--- config.mk ---
export PLATFORM = sky130hd
export DESIGN_NAME = button_event_fsm
export DESIGN_NICKNAME = d
export VERILOG_FILES = /design/src/rtl/button_event_fsm.sv
export SDC_FILE = /design/constraint.sdc
export NUM_CORES = 1
export LEC_CHECK = 0
export ABC_AREA = 1
export BUFFER_PORTS_ARGS = -buffer_cell sky130_fd_sc_hd__buf_4
export CAP_MARGIN = 20
export CORE_MARGIN = 5
export CORE_UTILIZATION = 45
export CTS_CLUSTER_DIAMETER = 60
export DETAILED_ROUTE_END_ITERATION = 6
export HOLD_SLACK_MARGIN = 0.06
export SYNTH_ARGS = -nofsm -noshare
export SYNTH_HDL_FRONTEND = slang
export SYNTH_SLANG_ARGS = --single-unit
--- constraint.sdc ---
create_clock -name clk -period 1.77 [get_ports clk]
set_input_delay 0.0885 -clock clk [delete_from_list [all_inputs] [get_ports clk]]
set_output_delay 0.0885 -clock clk [all_outputs]
set_load 0.1 [all_outputs]
--- src/rtl/button_event_fsm.sv ---
// button_event_fsm
// Turns a debounced button level into press / short / long / auto-repeat
// event pulses, timing the hold with the shared 10 ms tick strobe.
// All event outputs are registered; pulses last exactly one clk cycle.
// dbg_state mirrors the current FSM state (0 IDLE, 1 PRESSED, 2 HELD).

module button_event_fsm #(
  parameter int LONG_TICKS   = 100,
  parameter int REPEAT_TICKS = 20,
  parameter int CNT_W        = 8
) (
  input  logic       clk,
  input  logic       rst,
  input  logic       i_level,
  input  logic       i_tick10ms,
  output logic       o_press,
  output logic       o_short,
  output logic       o_long,
  output logic       o_repeat,
  output logic       o_held,
  output logic [1:0] dbg_state
);

  localparam logic [1:0] S_IDLE    = 2'd0;
  localparam logic [1:0] S_PRESSED = 2'd1;
  localparam logic [1:0] S_HELD    = 2'd2;

  // Terminal counts: the counter runs 0..N-1, so it never needs to hold N.
  localparam logic [CNT_W-1:0] LONG_LAST   = CNT_W'(LONG_TICKS - 1);
  localparam logic [CNT_W-1:0] REPEAT_LAST = CNT_W'(REPEAT_TICKS - 1);

  logic             lvl_q;
  logic             rise;
  logic [1:0]       state;
  logic [1:0]       state_d;
  logic [CNT_W-1:0] cnt;
  logic [CNT_W-1:0] cnt_d;
  logic             press_d;
  logic             short_d;
  logic             long_d;
  logic             repeat_d;
  logic             held_d;

  // lvl_q resets to 1 so a button already down at reset must be released
  // before it can produce a press.
  assign rise      = i_level & ~lvl_q;
  assign dbg_state = state;

  // State, counter, edge history and registered outputs.
  always_ff @(posedge clk or posedge rst) begin
    if (rst) begin
      lvl_q    <= 1'b1;
      state    <= S_IDLE;
      cnt      <= '0;
      o_press  <= 1'b0;
      o_short  <= 1'b0;
      o_long   <= 1'b0;
      o_repeat <= 1'b0;
      o_held   <= 1'b0;
    end else begin
      lvl_q    <= i_level;
      state    <= state_d;
      cnt      <= cnt_d;
      o_press  <= press_d;
      o_short  <= short_d;
      o_long   <= long_d;
      o_repeat <= repeat_d;
      o_held   <= held_d;
    end
  end

  // Next state and counter; release is checked before the tick so it wins.
  always_comb begin
    state_d = state;
    cnt_d   = cnt;
    case (state)
      S_IDLE: begin
        if (rise) begin
          state_d = S_PRESSED;
          cnt_d   = '0;
        end
      end
      S_PRESSED: begin
        if (!i_level) begin
          state_d = S_IDLE;
          cnt_d   = '0;
        end else if (i_tick10ms) begin
          if (cnt == LONG_LAST) begin
            state_d = S_HELD;
            cnt_d   = '0;
          end else begin
            cnt_d = cnt + 1'b1;
          end
        end
      end
      S_HELD: begin
        if (!i_level) begin
          state_d = S_IDLE;
          cnt_d   = '0;
        end else if (i_tick10ms) begin
          if (cnt == REPEAT_LAST) begin
            cnt_d = '0;
          end else begin
            cnt_d = cnt + 1'b1;
          end
        end
      end
      default: begin
        state_d = S_IDLE;
        cnt_d   = '0;
      end
    endcase
  end

  // Next values of the event outputs, registered alongside the state.
  always_comb begin
    press_d  = (state == S_IDLE) && rise;
    short_d  = (state == S_PRESSED) && !i_level;
    long_d   = (state == S_PRESSED) && i_level && i_tick10ms && (cnt == LONG_LAST);
    repeat_d = (state == S_HELD) && i_level && i_tick10ms && (cnt == REPEAT_LAST);
    held_d   = (state_d == S_HELD);
  end

endmodule

==> impl_results.md <==
- Synth warnings: 0
- Root buffer cell: clkbuf_4
- Fmax: 639 MHz
- Status: finished, final reports clean
- DP HPWL: ~1400 µm
- Setup bufs post-CTS: 0
- Maximum clock path buffer count: 2
- Grt total ovfl: 0
- Worst Path Required: 1.94 ns
- Share of cells above drive strength 1: 19.0%
- WP buf/inv: 1
- Chip height: around 56 µm
- Netlist cell types: 21
- Vias per inst: ~4.8
- Vias in the first global route: 714
- Top Layer Used: met4
- Row count: 16
- Setup violators final: 0
- Syn Nets: between 100 and 150
- PortBufs: 10
- Reg2Reg Launch Point: dbg_state[0]
- DIE WIDTH: approximately 56 µm
- Metal3 WL: 71 µm
- Clock Skew: roughly 0.0039 ns
- Filler-free cell count of the finished design: 169
- CP delay by family, top: simple AND/OR/NAND/NOR gates
- Flop2flop setup slack: approximately 0.21 ns
- DRT Pass-1 Iters: 4
- Clk sinks: 16
- Post-route DRC: 0
- Crit end category: flop
- Vias: roughly 800
- Placed cells: 163
- Initial DRC count: 14
- Diode count: 0
- Setup crit start kind: flop
- Hold Buf Count CTS: 2
- Post-route met1 wirelength: 874 µm
- CTS resizes: 0
- Slowest cell delay on critical path: 0.51 ns
- Largest net degree at the start of global routing: 17
- Worst R2R End: cnt[6]
- Core area: a little under 0.002 mm²
- RSZ-0062 raised after global routing: false
- Setup TNS: 0 ns
- Clock latency on the worst-skew pair: 0.28 ns
- Global-route wire length before repair: 3070 µm
- Layout area overhead: 15.9%
- Starting Density: 48.0%
- Worst r2r path cells: 9
- Slew Viols, Final: 0
- Total global-route track usage: around an eighth
- Seq cells post-synth: 16
- Hold slack: 0.0893 ns
- Routability cong.: 0.822
- Worst-path cell chain: ha_1 > nand2_1 > nand2_2 > nand2_4 > nand2_8 > inv_4 > nand3_1 > nand2_1 > a21oi_1
- Max-slew headroom: 61.1%
- Setup crit end: cnt[6]
- Cell Area, Synth: roughly 950 µm²
- Pwr/cell area: ~970 mW/mm²
- Worst slew pin tran: 0.582 ns
- Min-delay worst type: primary input to flop
- Final nets: 152
- Pleak: 0.566 nW
- Cells after synthesis: 127
- Sequential area share after synthesis: between 40% and 50%
- Depth of the CTS H-tree: 1
- WL met2: 824 µm
- DIE AREA: 0.00313 mm²
- Initial antenna violation count: 0
- IR drop worst, VDD: 787 µV
- Critical Path Slowest Stage Cell: dfrtp_4
- Num CTS Buffers: 3
- Worst path depth: 9
- Syn Area/Cell: 7.49 µm²
- Final ANT Viol Nets: 0
- Clk slew on worst S/H paths: 0.09 ns
- Crit path DAT: 1.74 ns
- CTS tree: done
- CP startpoint: dbg_state[0]
- Crit-path max FO: 13
- Routed length per instance: 10.7 µm
- Final worst path period need: 1.56 ns
- Final period util: 88.4%
- MaxCap Viol Count: 0
- Path type of the worst setup path: flop to flop
- # IOs: 11
- Cell mode on critical path: nand2_1
- Routed wire length: around 1800 µm
- Final Hold Fails: 0
==> worst reg2reg max path, delay by kind of cell, from the launching register on <==
family	cells	cell delay, ns
AND/OR/NAND/NOR	6	0.53
AO/OA/AOI/OAI	1	0.04
flip-flops	1	0.51
adder cells (fa/ha/maj)	1	0.23
buffers and inverters	1	0.14
==> flip-flops by register name (all words and copies together) (netlist names) <==
signal	flops
o_long	1
lvl_q	1
dbg_state	2
o_press	1
cnt	8
o_repeat	1
o_held	1
o_short	1
==> area by class of cell <==
cell class                 count  area (µm²)
tap                           27        33.8
clock buffer                   4        26.3
fill                         180         880
inverter                      24        92.6
timing repair buffer          12        95.1
sequential                    16         409
multi-input combinational     86         445
==> cell usage after synthesis <==
cell      instances  share of area, %
buf_6             1               1.2
nor3_1            2               1.1
nand2_8           1               2.1
nand2_1          37                15
nand2_4           1               1.2
dfrtp_1          15                39
clkinv_1          1              0.39
o21ai_0           3               1.6
a21oi_2           2               1.8
nor2_2            1              0.66
dfstp_2           1               2.8
inv_4             1              0.66
inv_1            21               8.3
o21ai_1           3               1.6
nand2_2           4               2.6
nor2_1           12               4.7
nand4_1           3               2.0
ha_1              5               6.6
nand3_1           7               3.7
inv_2             1              0.39
a21oi_1           5               2.6
==> stage by stage <==
step           setup WS [ns]  area, µm²  total power, W  util [%]
2_1_floorplan         0.0645        958        0.000802         -
3_3_place_gp           0.272       1060        0.000869      53.3
3_5_place_dp           0.229       1060        0.000875      53.3
4_1_cts                0.209       1100         0.00108      55.6
5_1_grt               0.0647       1100         0.00113      55.6
6_report               0.206       1100         0.00107      55.6
==> worst min path at each step <==
| stage | start | endpoint | slack [ns] | depth (start not counted) |
|---|---|---|---|---|
| finish | i_tick10ms | o_repeat | 0.09 | 3 |
| global route | i_tick10ms | o_repeat | 0.1 | 3 |
| CTS | i_tick10ms | o_repeat | 0.09 | 3 |
| detailed placement | rst | dbg_state[0] | 0.20 | 2 |
| global placement | rst | dbg_state[0] | 0.20 | 2 |
| floorplan | rst | cnt[0] | 0.002 | 1 |
==> layout by cell type, fill, tap and decap left out <==
master and count:
ha_1 5, a21oi_2 2, nand3_1 7, inv_4 1, a21oi_1 5, dfrtp_1 13, inv_1 21, nor3_1 2
nand2_2 4, inv_2 1, dfstp_2 1, nor2_2 1, clkbuf_1 1, clkbuf_4 3, buf_4 10, o21ai_1 3
dlygate4sd3_1 2, nand2_1 37, dfrtp_4 2, nand2_4 1, o21ai_0 3, nand4_1 3, nor2_1 12, nand2_8 1
clkinv_1 1
==> cells by family (layout without fill, tap and decap cells) <==
| kind of cell | Yosys count | in the layout | synth area share, % |
|---|---|---|---|
| simple gates | 68 | 68 | 32.6 |
| buf+inv | 25 | 40 | 10.9 |
| flops | 16 | 16 | 42.2 |
| compound gates | 13 | 13 | 7.63 |
| fa+ha+maj | 5 | 5 | 6.58 |
==> report_power, final <==
group | switching [W] | internal, W | total (W)
logic | 0.000339 | 0.000109 | 0.000449
clock network | 0.000114 | 0.0000875 | 0.000201
registers | 0.0000206 | 0.000399 | 0.000419
==> layer usage <==
layer / global-route usage [%] / vias up
li1: - / 423
met1: 16.8 / 362
met2: 18.5 / 14
met3: 2.78 / 5
met4: 6.44 / 0
met5: 0 / -
Note: power is estimated with default switching activity, not from simulation.
